==> config.mk <==
export PLATFORM = sky130hd
export DESIGN_NAME = prng_lfsr_stream_flat
export DESIGN_NICKNAME = d
export VERILOG_FILES = /design/src/rtl/prng_lfsr_pkg.sv /design/src/rtl/prng_lfsr_stream_if.sv /design/src/rtl/prng_lfsr_step.sv /design/src/rtl/prng_lfsr_stream.sv /design/src/flat_wrapper.sv
export SDC_FILE = /design/constraint.sdc
export NUM_CORES = 1
export LEC_CHECK = 0
export BUFFER_PORTS_ARGS = -buffer_cell sky130_fd_sc_hd__buf_4
export CORE_MARGIN = 5
export CORE_UTILIZATION = 35
export DETAILED_ROUTE_END_ITERATION = 6
export PLACE_DENSITY_LB_ADDON = 0.2
export REMOVE_ABC_BUFFERS = 1
export SLEW_MARGIN = 10
export SYNTH_ARGS = -nofsm -noshare
export SYNTH_HDL_FRONTEND = slang
export SYNTH_SLANG_ARGS = --single-unit
==> constraint.sdc <==
create_clock -name clock -period 9.4 [get_ports clock]
set_input_delay 0 -clock clock [delete_from_list [all_inputs] [get_ports clock]]
set_output_delay 0 -clock clock [all_outputs]
set_load 0.01 [all_outputs]
==> src/rtl/prng_lfsr_pkg.sv <==
// ---------------------------------------------------------------------------
// prng_lfsr_pkg : LFSR mode encoding, mode masks and XNOR feedback taps.
// Revision 1.0
// ---------------------------------------------------------------------------
`default_nettype none

package prng_lfsr_pkg;

  localparam int STATE_MAX = 128;
  localparam int MODE_W    = 8;

  typedef enum logic [MODE_W-1:0] {
    MODE_8   = 8'd8,
    MODE_16  = 8'd16,
    MODE_20  = 8'd20,
    MODE_32  = 8'd32,
    MODE_40  = 8'd40,
    MODE_52  = 8'd52,
    MODE_64  = 8'd64,
    MODE_80  = 8'd80,
    MODE_96  = 8'd96,
    MODE_128 = 8'd128
  } mode_t;

  localparam mode_t MODE_DEFAULT = MODE_32;

  // Unsupported lengths fall back to the default mode.
  function automatic mode_t decode_mode(input logic [MODE_W-1:0] m);
    mode_t r;
    case (m)
      8'd8:    r = MODE_8;
      8'd16:   r = MODE_16;
      8'd20:   r = MODE_20;
      8'd32:   r = MODE_32;
      8'd40:   r = MODE_40;
      8'd52:   r = MODE_52;
      8'd64:   r = MODE_64;
      8'd80:   r = MODE_80;
      8'd96:   r = MODE_96;
      8'd128:  r = MODE_128;
      default: r = MODE_DEFAULT;
    endcase
    return r;
  endfunction

  function automatic logic [STATE_MAX-1:0] mode_mask(input mode_t mode);
    logic [STATE_MAX-1:0] r;
    if (mode == MODE_128) r = '1;
    else                  r = (128'd1 << mode) - 128'd1;
    return r;
  endfunction

  function automatic logic next_bit(input logic [STATE_MAX-1:0] s, input mode_t mode);
    logic x;
    case (mode)
      MODE_8:   x = s[7]   ^ s[5]   ^ s[4]   ^ s[3];
      MODE_16:  x = s[15]  ^ s[14]  ^ s[12]  ^ s[3];
      MODE_20:  x = s[19]  ^ s[16];
      MODE_40:  x = s[39]  ^ s[37]  ^ s[20]  ^ s[18];
      MODE_52:  x = s[51]  ^ s[48];
      MODE_64:  x = s[63]  ^ s[62]  ^ s[60]  ^ s[59];
      MODE_80:  x = s[79]  ^ s[78]  ^ s[42]  ^ s[41];
      MODE_96:  x = s[95]  ^ s[93]  ^ s[48]  ^ s[46];
      MODE_128: x = s[127] ^ s[125] ^ s[100] ^ s[98];
      default:  x = s[31]  ^ s[21]  ^ s[1]   ^ s[0];
    endcase
    return ~x;
  endfunction

endpackage

`default_nettype wire

==> src/rtl/prng_lfsr_stream_if.sv <==
// ---------------------------------------------------------------------------
// prng_lfsr_stream_if : seed/mode load and word stream bundle.
// master = controlling/consuming side, slave = generator.
// Optional lockup flag under PRNG_LFSR_LOCKUP_DET_EN. Revision 1.0
// ---------------------------------------------------------------------------
`default_nettype none

interface prng_lfsr_stream_if #(
  parameter int MAX_W = 128,
  parameter int OUT_W = 8
);
  localparam int LM_W = $clog2(MAX_W) + 1;

  logic             load;
  logic [LM_W-1:0]  load_mode;
  logic [MAX_W-1:0] load_seed;
  logic             enable;
  logic             out_ready;
  logic             out_valid;
  logic [OUT_W-1:0] out_data;
`ifdef PRNG_LFSR_LOCKUP_DET_EN
  logic             lockup;
`endif

  modport master (
    output load, load_mode, load_seed, enable, out_ready,
    input  out_valid, out_data
`ifdef PRNG_LFSR_LOCKUP_DET_EN
    , input lockup
`endif
  );

  modport slave (
    input  load, load_mode, load_seed, enable, out_ready,
    output out_valid, out_data
`ifdef PRNG_LFSR_LOCKUP_DET_EN
    , output lockup
`endif
  );

endinterface

`default_nettype wire

==> src/rtl/prng_lfsr_step.sv <==
// ---------------------------------------------------------------------------
// prng_lfsr_step : one combinational XNOR Fibonacci shift, masked to the mode.
// Revision 1.0
// ---------------------------------------------------------------------------
`default_nettype none

module prng_lfsr_step
  import prng_lfsr_pkg::*;
#(
  parameter int MAX_W = 128
) (
  input  wire logic [MAX_W-1:0] state_i,
  input  wire mode_t            mode_i,
  output logic      [MAX_W-1:0] state_o
);

  logic [STATE_MAX-1:0] w_ext;
  logic [STATE_MAX-1:0] w_next;

  always_comb begin
    w_ext              = '0;
    w_ext[MAX_W-1:0]   = state_i;
    w_next             = {w_ext[STATE_MAX-2:0], next_bit(w_ext, mode_i)} & mode_mask(mode_i);
    state_o            = w_next[MAX_W-1:0];
  end

endmodule

`default_nettype wire

==> src/rtl/prng_lfsr_stream.sv <==
// ---------------------------------------------------------------------------
// prng_lfsr_stream : OUT_W-step XNOR LFSR word generator on a valid/ready
// stream. PRNG_LFSR_LOCKUP_DET_EN adds lockup detection and recovery.
// Revision 1.0
// ---------------------------------------------------------------------------
`default_nettype none

module prng_lfsr_stream
  import prng_lfsr_pkg::*;
#(
  parameter int MAX_W = 128,
  parameter int OUT_W = 8
) (
  input  wire logic         clock,
  input  wire logic         resetn,
  prng_lfsr_stream_if.slave bus
);

  localparam int LM_W = $clog2(MAX_W) + 1;

  logic [MAX_W-1:0]     state_q, state_d;
  mode_t                mode_q, mode_d;
  logic                 valid_q, valid_d;
  logic [OUT_W-1:0]     data_q, data_d;

  logic [MODE_W-1:0]    w_lm_ext;
  mode_t                w_load_mode;
  logic [STATE_MAX-1:0] w_load_mask;
  logic [MAX_W-1:0]     w_seed_masked;
  logic [MAX_W-1:0]     w_base;
  logic [MAX_W-1:0]     w_chain [OUT_W+1];
  logic                 w_fire;

`ifdef PRNG_LFSR_LOCKUP_DET_EN
  logic                 lockup_q, lockup_d;
  logic [STATE_MAX-1:0] w_mode_mask;
  logic                 w_run_lock;
`endif

  always_comb begin
    w_lm_ext               = '0;
    w_lm_ext[LM_W-1:0]     = bus.load_mode;
    w_load_mode            = decode_mode(w_lm_ext);
    w_load_mask            = mode_mask(w_load_mode);
    w_seed_masked          = bus.load_seed & w_load_mask[MAX_W-1:0];
  end

  // The all-ones XNOR lockup state is replaced by zero before stepping.
`ifdef PRNG_LFSR_LOCKUP_DET_EN
  always_comb begin
    w_mode_mask = mode_mask(mode_q);
    w_run_lock  = (state_q == w_mode_mask[MAX_W-1:0]);
    w_base      = w_run_lock ? '0 : state_q;
  end
`else
  assign w_base = state_q;
`endif

  assign w_chain[0] = w_base;

  for (genvar i = 0; i < OUT_W; i++) begin : g_step
    prng_lfsr_step #(
      .MAX_W (MAX_W)
    ) u_step (
      .state_i (w_chain[i]),
      .mode_i  (mode_q),
      .state_o (w_chain[i+1])
    );
  end

  assign w_fire = bus.enable & ~bus.load & (~valid_q | bus.out_ready);

  always_comb begin
    state_d  = w_base;
    mode_d   = mode_q;
    valid_d  = valid_q;
    data_d   = data_q;
`ifdef PRNG_LFSR_LOCKUP_DET_EN
    lockup_d = lockup_q;
`endif
    if (bus.load) begin
      state_d  = w_seed_masked;
      mode_d   = w_load_mode;
      valid_d  = 1'b0;
`ifdef PRNG_LFSR_LOCKUP_DET_EN
      lockup_d = 1'b0;
      if (w_seed_masked == w_load_mask[MAX_W-1:0]) begin
        state_d  = '0;
        lockup_d = 1'b1;
      end
`endif
    end else begin
`ifdef PRNG_LFSR_LOCKUP_DET_EN
      if (w_run_lock) lockup_d = 1'b1;
`endif
      if (w_fire) begin
        state_d = w_chain[OUT_W];
        valid_d = 1'b1;
        data_d  = w_chain[OUT_W][OUT_W-1:0];
      end else if (valid_q && bus.out_ready) begin
        valid_d = 1'b0;
      end
    end
  end

  always_ff @(posedge clock or negedge resetn) begin
    if (!resetn) begin
      state_q  <= '0;
      mode_q   <= MODE_DEFAULT;
      valid_q  <= 1'b0;
      data_q   <= '0;
`ifdef PRNG_LFSR_LOCKUP_DET_EN
      lockup_q <= 1'b0;
`endif
    end else begin
      state_q  <= state_d;
      mode_q   <= mode_d;
      valid_q  <= valid_d;
      data_q   <= data_d;
`ifdef PRNG_LFSR_LOCKUP_DET_EN
      lockup_q <= lockup_d;
`endif
    end
  end

  assign bus.out_valid = valid_q;
  assign bus.out_data  = data_q;
`ifdef PRNG_LFSR_LOCKUP_DET_EN
  assign bus.lockup    = lockup_q;
`endif

endmodule

`default_nettype wire

==> src/flat_wrapper.sv <==
// flat-port wrapper written by rule: the top's interface ports become plain ports
module prng_lfsr_stream_flat import prng_lfsr_pkg::*;
#(
  parameter int MAX_W = 128,
  parameter int OUT_W = 8
)
  (clock, resetn, bus_load, bus_load_mode, bus_load_seed, bus_enable, bus_out_ready, bus_out_valid, bus_out_data);
  prng_lfsr_stream_if #(.MAX_W(MAX_W), .OUT_W(OUT_W)) bus_i ();
  input  wire logic clock;
  input  wire logic resetn;
  input wire logic [$bits(bus_i.load)-1:0] bus_load;
  input wire logic [$bits(bus_i.load_mode)-1:0] bus_load_mode;
  input wire logic [$bits(bus_i.load_seed)-1:0] bus_load_seed;
  input wire logic [$bits(bus_i.enable)-1:0] bus_enable;
  input wire logic [$bits(bus_i.out_ready)-1:0] bus_out_ready;
  output wire logic [$bits(bus_i.out_valid)-1:0] bus_out_valid;
  output wire logic [$bits(bus_i.out_data)-1:0] bus_out_data;
  assign bus_i.load = bus_load;
  assign bus_i.load_mode = bus_load_mode;
  assign bus_i.load_seed = bus_load_seed;
  assign bus_i.enable = bus_enable;
  assign bus_i.out_ready = bus_out_ready;
  assign bus_out_valid = bus_i.out_valid;
  assign bus_out_data = bus_i.out_data;
  prng_lfsr_stream #(.MAX_W(MAX_W), .OUT_W(OUT_W)) u_core (.clock(clock), .resetn(resetn), .bus(bus_i));
endmodule
-- After elaboration in Yosys (flattened, before gate mapping)
Index checks and enable logic that the tools add are counted.
- bits of input ports: 141
- register bits after elaboration: 145
- reductions and logical operators: 4
- shift operators: 2
- mux-type cells: 16
- bitwise gates (word level): 230
- equal/unequal tests: 19
- $add $sub $neg: 2
- operators with widths (cell ; number):
    $and 128x128->128 ; 9
    $mux 128 ; 4
    $shl 1x8->128 const A ; 2
    $sub 128x1->128 const B ; 2
    $xor 1x1->1 ; 208
    $pmux 1 s9 ; 8
    $pmux 8 s9 ; 1
    $eq 8x7->1 const B ; 6
    $eq 8x5->1 const B ; 4
    $eq 8x6->1 const B ; 4
    $eq 8x8->1 const B ; 3
    $eq 8x4->1 const B ; 2
    $not 1->1 ; 10
    $mux 1 ; 3
    $reduce_bool 3->1 ; 1
    $and 1x1->1 ; 2
    $reduce_and 2->1 ; 1
    $reduce_bool 2->1 ; 1
    $logic_and 1x1->1 ; 1
    $or 1x1->1 ; 1

-- Logic depth before layout (Yosys ltp)
Gate-level depths: netlist of run 1.
- word-level depth: 50
- gate-level depth with buffers: 24

-- By module
A second synthesis of run 1 with hierarchy kept.
- cell total of the unflattened synthesis: 5894
- area, all modules: 38802.2 um2
- modules (own cells, without submodules) (module ; cells each ; sequential area each (um2) ; area an instance (um2) ; instances):
    prng_lfsr_step at u_core.g_step[4].u_step ... ; 653 ; 0.0 ; 3991.3 ; 4
    prng_lfsr_step at u_core.g_step[0].u_step ... ; 643 ; 0.0 ; 3943.8 ; 4
    prng_lfsr_stream ; 710 ; 3579.7 ; 7061.8 ; 1

-- Worst setup path before layout of run 1
Ideal clock, no wire load.
- path type: reg2reg
- from: reg u_core.mode_q[2]
- to: reg u_core.state_q[0]
- library setup time: 131 ps
- path slack: 4240 ps
- period minus slack after synthesis: 5160 ps
- data arrival time: 5029 ps
- path buffers: 5
- data required time: 9269 ps
- cell stages (with the launch flop): 24
- path through: dfrtp_1 buf_4 or4_1 clkbuf_1 nor2_2 inv_2 buf_2 ha_1 buf_2 clkbuf_1 nor3b_1 nand2_1 a311oi_1 xnor2_1 o22ai_1 or4_1 a211oi_2 o21ai_0 o32ai_1 nor2_1 xnor2_1 o21ai_1 a2111oi_2 nor3_1
- cells in the longest elaborated chain, start to end: 36
- elaborated cells on any way between the ends: 220
- classes of those cells: 1 x add/sub; 9 x eq/ne; 1 x shift; 11 x mux; 198 x bitwise
- RTL lines (what ; line ; source):
    start: declaration ; prng_lfsr_stream.sv:22 ; mode_t mode_q, mode_d;
    start signal: assignment ; prng_lfsr_stream.sv:117 ; mode_q <= mode_d;
    $shl 1x8->128 ; prng_lfsr_pkg.sv:49 ; else r = (128'd1 << mode) - 128'd1;
    $sub 128x1->128 ; prng_lfsr_pkg.sv:49 ;
    $mux 128 ; prng_lfsr_pkg.sv:48 ; if (mode == MODE_128) r = '1;
    $and 128x128->128 ; prng_lfsr_step.sv:23 ; w_next = {w_ext[STATE_MAX-2:0], next_bit(w_ext, mode_i)} & mode_mask(mode_i);
    $xor 1x1->1, or another cell as far along (3 in a row) ; prng_lfsr_pkg.sv:65 ; default: x = s[31] ^ s[21] ^ s[1] ^ s[0];
    $pmux 1 s9 ; prng_lfsr_pkg.sv:55 ; case (mode)
    $not 1->1 ; prng_lfsr_pkg.sv:67 ; return ~x;
    $and 128x128->128 ; prng_lfsr_step.sv:23 ;
    (+18 left out) ; - ;
    $not 1->1 ; prng_lfsr_pkg.sv:67 ;
    $and 128x128->128 ; prng_lfsr_step.sv:23 ;
    $xor 1x1->1 ; prng_lfsr_pkg.sv:65 ;
    $pmux 1 s9 ; prng_lfsr_pkg.sv:55 ;
    $not 1->1 ; prng_lfsr_pkg.sv:67 ;
    $and 128x128->128 * ; prng_lfsr_step.sv:23 ;
    $mux 128 * ; prng_lfsr_stream.sv:96 ; if (w_fire) begin
    $mux 128 * ; prng_lfsr_stream.sv:81 ; if (bus.load) begin
    end signal: assignment ; prng_lfsr_stream.sv:116 ; state_q <= state_d;
    end: declaration ; prng_lfsr_stream.sv:21 ; logic [MAX_W-1:0] state_q, state_d;
Every way passes the cells marked *; elsewhere a longest branch is shown, timed or not. The select of a mux whose other input is x is not followed.
A chain may end at the register's enable or synchronous reset.

-- Worst setup path after layout of run 1
- from: reg u_core.mode_q[5]
- to: reg u_core.state_q[0]
Same word-level chain as after synthesis.

==> results.json, run 1 <==
{
  "status": "finished, final reports clean",
  "top_level_ports": 150,
  "clock_path_buffers": 2,
  "power_leakage_uw": 0.006444,
  "async_reset_ff_share_pct": 100.0,
  "path_depth": 19,
  "rr_worst_depth": 19,
  "synth-edff-count": 0,
  "min_period_ns": 6.192,
  "first_global_vias": 12532,
  "ir_worst_vdd_uv": 149.0,
  "cp_max_fo": 38,
  "tightest_slew_ns": 1.081,
  "clkTransAtPathRegs_ns": 0.07,
  "yosysSeqAreaShare_pct": 30.15,
  "synth_area_per_cell_um2": 7.888,
  "drv_slew": 0,
  "wl_per_cell_um": 25.22,
  "drt_pass1_iterations": 6,
  "synthFlopType": "dfrtp_1",
  "p_per_area_nw_per_um2": 173.1,
  "multi_input_area_um2": 7747,
  "min_path_type": "in2reg",
  "route.detailed.drc": 0,
  "hold_start": "bus_load",
  "start_kind": "flip-flop",
  "core-area_um2": 33530,
  "post_cts_resized": 0,
  "max_freq_mhz": 161.5,
  "dp.cells": 2023,
  "fin_area_um2": 15280,
  "crit_arrival_ns": 6.52,
  "r2r_end": "u_core.state_q[0]$_DFFE_PN0P_",
  "crit_family": "compound AO/OA/AOI/OAI gates",
  "root_buffer": "clkbuf_16",
  "crit_buf_inv": 3,
  "fin_util_pct": 45.57,
  "total_power_uw": 2644,
  "setup_viol": 0,
  "worstSetupStartpoint": "u_core.mode_q[5]$_DFFE_PN1P_",
  "antenna_found_initial": 0,
  "drv_cap": 0,
  "max_stage_delay_ns": 0.68,
  "area_growth_pct": 28.72,
  "clock_latency_ns": 0.46,
  "seq_area_um2": 3581,
  "grt_max_degree": 81,
  "min_period_over_period_pct": 65.87,
  "critPathSlowestCell": "a211oi_1",
  "n_fill_cell": 3359,
  "postCtsSetupBuffers": 0,
  "placedInstanceArea_um2": 13330,
  "numCtsBuffers": 17,
  "finalNetCount": 1872,
  "numPortBuffers": 149,
  "postSynthCellCount": 1505,
  "grt_usage_pct": 28.79,
  "fin_setup_tns_ns": 0,
  "drtIter0Drc": 1109,
  "dieArea_um2": 37700,
  "clock_sinks": 143,
  "final_cells": 2190,
  "grt_pass1_wl_mm": 82.46,
  "ant_nets": 0,
  "finalHoldViolations": 0,
  "hold_depth": 2,
  "critical_path_required_ns": 9.72,
  "gp_congestion": 1.003,
  "rsz0062_at_grt": "no",
  "syn_area_um2": 11870,
  "rrSetupSlack_ns": 3.21,
  "synth.distinct_cells": 103,
  "holdPathEnd": "u_core.state_q[40]$_DFFE_PN0P_",
  "die_width_um": 194.2,
  "relSlewSlack_pct": 27.39,
  "worstSetupPathType": "reg2reg",
  "cp-end-kind": "flip-flop",
  "cts_tree": "yes",
  "r2r-start": "u_core.mode_q[5]$_DFFE_PN1P_",
  "cts_max_level": 4,
  "cpMostUsedCell": "buf_4",
  "core.rowCount": 67,
  "synth-seq-cells": 143,
  "drive_above_1_share_pct": 15.27,
  "hpwl_mm": 41.85,
  "die_h_um": 194.2,
  "diodes": 0,
  "start_util_pct": 35.40,
  "synth_warnings": 0,
  "grt_overflow": 0,
  "viasPerCell": 5.843,
  "skew_ns": 0.01225,
  "via_count": 12797,
  "routed_wl_mm": 55.22,
  "path_cells": "buf_4, or2_1, nor2_2, inv_2, ha_1, buf_4, o21ai_4, a211oi_1, xor2_1, a221o_1, or4_1, a211oi_2, o21ai_0, o32ai_1, nor2_1, xnor2_1, o21ai_1, a2111oi_2, nor3_1"
}
[registers in the layout, indices dropped and copies added, names as in the netlist]
name,flops
u_core.bus.out_data,8
u_core.state_q,128
u_core.mode_q,6
u_core.bus.out_valid,1
[logic make-up after synthesis]
logic type | after synthesis | synth area share [%]
buffers and inverters | 138 | 4.848
muxes | 19 | 1.655
other | 1 | 0.03159
DFF | 143 | 30.15
xor gates and xnor gates | 169 | 12.76
adders and majority gates | 2 | 0.2108
and+or+nand+nor | 596 | 24.00
AOI/OAI and AO/OA | 437 | 26.34
[cell type report]
type	count	area share, %
clock buffers	20	2.989
clock inverters	12	0.9580
inverters	32	0.7860
multi-input cells	1225	50.70
flip-flops and latches	143	23.43
well taps	448	3.668
repair buffers	310	17.47
[routing by layer]
| layer | part of all wire [%] | GRT usage, % | wire, um | up-vias |
|---|---|---|---|---|
| met5 | 0 | 0 | 0 | - |
| met4 | 4.0 | 11.09 | 2191 | 0 |
| met3 | 6.1 | 5.091 | 3361 | 97 |
| met2 | 47 | 46.82 | 26120 | 530 |
| met1 | 43 | 38.27 | 23550 | 6270 |
| li1 | - | - | - | 5900 |
[cells in the final DEF (no fill, tap or decap), types with 8 or more instances in the layout]
cell / instances
o22ai_1: 14
xnor2_1: 101
mux2i_1: 14
nand2_1: 171
o21ai_1: 9
nand3_1: 28
nand4_1: 10
nor2_1: 240
a31oi_1: 21
a32oi_1: 23
and3_1: 18
o21ai_0: 70
dfrtp_1: 141
nor3_1: 26
o21a_1: 9
o211ai_1: 9
a21o_1: 10
a21oi_1: 97
nand2b_1: 10
inv_1: 30
clkbuf_16: 17
dlygate4sd3_1: 135
a211oi_1: 18
xor2_1: 65
a222oi_1: 12
o31ai_1: 8
a221oi_1: 61
and2_1: 15
buf_4: 174
[Yosys cell counts, drive strengths merged (12+ instances only)]
library cell    n  area [um2]
nor2          246       952.2
nand2         173       651.9
dfrtp         142        3553
xnor2         102       900.9
a21oi          97       485.5
o21ai          83       445.4
clkbuf         76       286.5
xor2           65       569.3
a221oi         62       549.3
inv            32       120.1
buf            30       168.9
nor3           30       171.4
nand3          28       140.1
a32oi          23       201.4
a31oi          21       131.4
a211oi         20       167.7
and3           18       112.6
and2           15       93.84
mux2i          14       140.1
o22ai          14       87.58
a222oi         12       120.1
[metrics by stage]
| stage | hold WS [ns] | setup slack (ns) |
|---|---|---|
| 2_1_floorplan | -0.2956 | 3.344 |
| 3_3_place_gp | 0.09773 | 3.492 |
| 3_5_place_dp | 0.1013 | 3.325 |
| 4_1_cts | 0.01444 | 3.326 |
| 5_1_grt | 0.05269 | 2.864 |
| 6_report | 0.04434 | 3.208 |
[timing repair]
action	CTS	global route
hold endpoints to repair	211	0
endpoints found under the setup margin	0	0
hold buffers	135	0
[worst max path at each step]
stage / slack (ns) / endpoint
2_1_floorplan: 3.34 / u_core.state_q[0]$_DFFE_PN0P_
3_3_place_gp: 3.49 / u_core.state_q[0]$_DFFE_PN0P_
3_5_place_dp: 3.33 / u_core.state_q[0]$_DFFE_PN0P_
4_1_cts: 3.33 / u_core.state_q[0]$_DFFE_PN0P_
5_1_grt: 2.86 / u_core.state_q[0]$_DFFE_PN0P_
6_report: 3.21 / u_core.state_q[0]$_DFFE_PN0P_
[report_power, final]
group          switching, uW  internal (uW)  total [uW]
logic                    620            513        1130
registers                115            685         800
clock network            301            410         712
total                   1040           1610        2640
Note: power is estimated with default switching activity, not from simulation.
==> run 2, diff against run 1 <==
Clock period 9.4 ns to 5 ns, I/O delays scaled along.
==> results.json, run 2 (synthesized netlist as in run 1, its figures left out) <==
{
  "dieArea_um2": 37700,
  "antenna_found_initial": 1,
  "placedInstanceArea_um2": 13930,
  "top_level_ports": 150,
  "grt_usage_pct": 29.07,
  "status": "finished, final reports clean",
  "path_cells": "buf_4, buf_6, or4b_4, nor2_4, a211oi_2, buf_4, xor2_1, a221o_1, or4_4, a211oi_4, buf_4, buf_4, o221ai_1, nor4b_2, nor2_2, a2111oi_4, nor3_1",
  "drive_above_1_share_pct": 20.40,
  "diodes": 0,
  "total_power_uw": 5400,
  "via_count": 13099,
  "setup_viol": 0,
  "grt_max_degree": 75,
  "critPathSlowestCell": "or4b_4",
  "crit_arrival_ns": 5.13,
  "largest_reg_flops": 128,
  "route.detailed.drc": 0,
  "max_stage_delay_ns": 0.60,
  "max_freq_mhz": 208.2,
  "numPortBuffers": 149,
  "core-area_um2": 33530,
  "drtIter0Drc": 1248,
  "hpwl_mm": 43.16,
  "area_growth_pct": 35.92,
  "ant_nets": 0,
  "grt_pass1_wl_mm": 83.70,
  "grt_overflow": 0,
  "wl_per_cell_um": 24.57,
  "dp.cells": 2096,
  "final_cell_mix": "buf_4, nor2_1, nand2_1",
  "ir_worst_vdd_uv": 309.1,
  "p_per_area_nw_per_um2": 334.6,
  "start_kind": "flip-flop",
  "root_buffer": "clkbuf_16",
  "cp_max_fo": 22,
  "finalHoldViolations": 0,
  "fin_setup_tns_ns": 0,
  "min_period_ns": 4.803,
  "drv_slew": 0,
  "fin_area_um2": 16140,
  "final_common_cell": "buf_4",
  "relSlewSlack_pct": 26.97,
  "clock_path_buffers": 2,
  "skew_ns": 0.01254,
  "cp-end-kind": "flip-flop",
  "min_period_over_period_pct": 96.06,
  "critical_path_required_ns": 5.33,
  "gp_congestion": 1.012,
  "finalNetCount": 1958,
  "power_leakage_uw": 0.006936,
  "numCtsBuffers": 17,
  "tightest_slew_ns": 1.087,
  "start_util_pct": 35.40,
  "clock_sinks": 143,
  "min_path_type": "in2reg",
  "routed_wl_mm": 55.91,
  "worstSetupPathType": "reg2reg",
  "clkTransAtPathRegs_ns": 0.07,
  "cts_tree": "yes",
  "largest_register": "u_core.state_q",
  "cts_max_level": 4,
  "cpMostUsedCell": "buf_4",
  "drt_pass1_iterations": 6,
  "die_h_um": 194.2,
  "clock_latency_ns": 0.46,
  "die_width_um": 194.2,
  "timing.hold.ws_ns": 0.04972,
  "viasPerCell": 5.755,
  "core.rowCount": 67,
  "drv_cap": 0,
  "first_global_vias": 13049,
  "final_cells": 2276
}
run 2: cell types whose count changed in the layout (fill, tap and decap cells not counted), sizes merged:
cell / before / now
buf: 175 / 262
dlygate4sd3: 135 / 134
clkinvlp: 3 / 0
inv: 37 / 39
clkinv: 2 / 4
clkbuf: 20 / 19
run 2: what timing repair did:
action / 4_1_cts / 5_1_grt
setup buffers: 0 / 14
endpoints found under the setup margin: 1 / 6
hold endpoints to repair: 203 / 0
hold buffers: 134 / 0
resized for setup: 2 / 29
pin swaps: 0 / 18
run 2: final timing paths:
path                                                    start                                  to  slack [ns]  depth (start not counted)
setup / recovery                 u_core.mode_q[4]$_DFFE_PN0P_       u_core.state_q[0]$_DFFE_PN0P_        0.20                         17
hold / removal                                       bus_load       u_core.state_q[2]$_DFFE_PN0P_        0.05                          2
setup reg to reg                 u_core.mode_q[4]$_DFFE_PN0P_       u_core.state_q[0]$_DFFE_PN0P_        0.20                         17
hold reg to reg            u_core.bus.out_data[7]$_DFFE_PN0P_  u_core.bus.out_data[7]$_DFFE_PN0P_        0.48                          1
max in group asynchronous                              resetn     u_core.state_q[125]$_DFFE_PN0P_        3.76                          3
min in group asynchronous                              resetn      u_core.state_q[14]$_DFFE_PN0P_        0.14                          2
run 2: report_power, final:
group	internal (uW)	switching, uW
clock network	760	582
logic	1230	1310
registers	1290	223
total	3280	2120
run 2: cell type report:
| type | count | area, um2 |
|---|---|---|
| Fill cell | 3348 | 17400 |
| Sequential cell | 143 | 3581 |
| Clock inverter | 13 | 151.4 |
| Tap cell | 448 | 560.5 |
| Timing Repair Buffer | 396 | 3378 |
| Inverter | 32 | 120.1 |
| Multi-Input combinational cell | 1225 | 7901 |
| Clock buffer | 19 | 442.9 |
run 2: layer usage:
metal / vias to the layer above / wire length [um] / track usage [%] / part of all wire (%)
met4: 0 / 2506 / 11.82 / 4.5
met3: 115 / 3932 / 6.273 / 7.0
met1: 6364 / 23690 / 38.32 / 42
met5: - / 0 / 0 / 0
met2: 534 / 25790 / 46.52 / 46
li1: 6086 / - / - / -
run 2: critical path, delay by kind of cell (launching register included):
family                 cells  cell delay, ns
AND/OR/NAND/NOR            6            2.02
AO/OA/AOI/OAI              5            1.13
buffers and inverters      5            1.02
flip-flops                 1            0.34
XOR/XNOR                   1            0.15
run 2: stage by stage:
stage,utilization (%),worst slack [ns]
final,48.12,0.1968
after global routing,48.12,-0.04137
after CTS,47.34,0.003735
after detailed placement,41.55,-0.03882
after global placement,41.55,-0.003314
after floorplan,-,-1.056
==> run 3, diff against run 2 <==
Settings changed: REMOVE_ABC_BUFFERS 1 to default.
==> results.json, run 3 (synthesized netlist as in run 1, its figures left out) <==
{
  "status": "finished, final reports clean",
  "cp_max_fo": 14,
  "grt_overflow": 0,
  "multi_input_area_um2": 7910,
  "cts_max_level": 4,
  "power_leakage_uw": 0.006931,
  "area_growth_pct": 36.11,
  "antenna_found_initial": 1,
  "n_fill_cell": 3340,
  "min_period_ns": 4.805,
  "relSlewSlack_pct": 28.79,
  "largest_reg_flops": 128,
  "drv_cap": 0,
  "critPathSlowestCell": "or4_4",
  "clock_sinks": 143,
  "die_width_um": 194.2,
  "root_buffer": "clkbuf_16",
  "cp-end-kind": "flip-flop",
  "die_h_um": 194.2,
  "routed_wl_mm": 55.37,
  "ir_worst_vdd_uv": 266.8,
  "grtUsageMet2_pct": 46.78,
  "clock_path_buffers": 2,
  "crit_family": "simple AND/OR/NAND/NOR gates",
  "fin_ws_ns": 0.1950,
  "dieArea_um2": 37700,
  "top_level_ports": 150,
  "tightest_slew_ns": 1.068,
  "ant_nets": 0,
  "start_kind": "flip-flop",
  "final_common_cell": "buf_4",
  "diodes": 0,
  "cts_tree": "yes",
  "crit_buf_inv": 2,
  "path_cells": "or4_4, nor2_4, inv_2, ha_2, buf_12, nand2_1, o32ai_2, nor4b_4, xor2_1, o22ai_1, a211o_1, a211oi_4, xnor2_4, and4_4, nor4_4, xor2_1, nand3_1, a2111oi_2, nor3_1",
  "p_per_area_nw_per_um2": 330.8,
  "min_period_over_period_pct": 96.10,
  "preCtsSetupSlack_ns": -0.009105,
  "grt_usage_pct": 28.50,
  "route.detailed.drc": 0,
  "core.rowCount": 67,
  "worstSetupPathType": "reg2reg",
  "clock_latency_ns": 0.46,
  "viasPerCell": 5.784,
  "first_global_vias": 12819,
  "cpMostUsedCell": "xor2_1",
  "via_count": 13117,
  "clkTransAtPathRegs_ns": 0.07,
  "gp_congestion": 0.9805,
  "grt_pass1_wl_mm": 82.29,
  "total_power_uw": 5345,
  "drv_slew": 0,
  "finalNetCount": 1951,
  "use_met3_pct": 4.883,
  "crit_arrival_ns": 5.14,
  "finalHoldViolations": 0,
  "grt_max_degree": 92,
  "skew_ns": 0.01161,
  "max_stage_delay_ns": 0.57,
  "seq_area_um2": 3581,
  "setup_viol": 0,
  "critical_path_required_ns": 5.33,
  "core-area_um2": 33530,
  "wl_per_cell_um": 24.41,
  "drtIter0Drc": 1098,
  "start_util_pct": 35.40,
  "hpwl_mm": 42.01,
  "drive_above_1_share_pct": 20.33,
  "largest_register": "u_core.state_q",
  "numCtsBuffers": 17,
  "rrSetupSlack_ns": 0.20,
  "min_path_type": "in2reg",
  "use_met1_pct": 37.74,
  "final_cell_mix": "buf_4, nor2_1, nand2_1",
  "numPortBuffers": 149,
  "max_freq_mhz": 208.1,
  "top_usage_layer": "met2",
  "drt_pass1_iterations": 7
}
run 3: worst paths after layout:
path | to | start | depth (start not counted)
min in group asynchronous | u_core.state_q[26]$_DFFE_PN0P_ | resetn | 2
max in group asynchronous | u_core.state_q[80]$_DFFE_PN0P_ | resetn | 3
hold reg to reg | u_core.bus.out_data[6]$_DFFE_PN0P_ | u_core.bus.out_data[6]$_DFFE_PN0P_ | 2
setup / recovery | u_core.state_q[0]$_DFFE_PN0P_ | u_core.mode_q[4]$_DFFE_PN0P_ | 19
setup reg to reg | u_core.state_q[0]$_DFFE_PN0P_ | u_core.mode_q[4]$_DFFE_PN0P_ | 19
hold / removal | u_core.mode_q[5]$_DFFE_PN1P_ | bus_load | 3
run 3: routing by layer:
layer,wire length [um],vias to the layer above
met5,13,-
met4,2254,2
met3,3159,95
met2,26460,489
met1,23470,6462
li1,-,6069
run 3: final cells by class:
| type | instances | area share [%] |
|---|---|---|
| Multi-Input combinational cell | 1225 | 48.95 |
| Timing Repair Buffer | 389 | 20.73 |
| Inverter | 32 | 0.7434 |
| Sequential cell | 143 | 22.16 |
| Tap cell | 448 | 3.469 |
| Clock inverter | 13 | 1.223 |
| Clock buffer | 18 | 2.718 |
run 3: power breakdown:
group / switching (uW) / internal [uW]
combinational: 1250 / 1170
clock: 582 / 856
sequential: 202 / 1290
total: 2030 / 3310
run 3: worst min-delay path, cell delays in order:
cell	delay [ns]
buf_4	0.26
nor2_1	0.14
a21oi_1	0.05
run 3: per-stage QoR:
| step | setup TNS [ns] | std cells | util, % | instance area, um2 | hold slack (ns) |
|---|---|---|---|---|---|
| after floorplan | 0 | 1506 | - | 11930 | -0.2956 |
| after global placement | 0 | 2099 | 41.69 | 13980 | -0.02284 |
| after detailed placement | -0.009105 | 2099 | 41.69 | 13980 | -0.02985 |
| after CTS | 0 | 2263 | 47.59 | 15960 | 0.001325 |
| after global routing | -0.005565 | 2268 | 48.19 | 16160 | 0.04235 |
| final | 0 | 2268 | 48.19 | 16160 | 0.01135 |
run 3: repair_timing:
item	4_1_cts	5_1_grt
buffers inserted	0	4
gates cloned	0	1
gates resized for setup	1	30
pin swaps	0	10
endpoints found under the hold margin	176	0
setup endpoints to repair	1	8
hold buffers	133	0
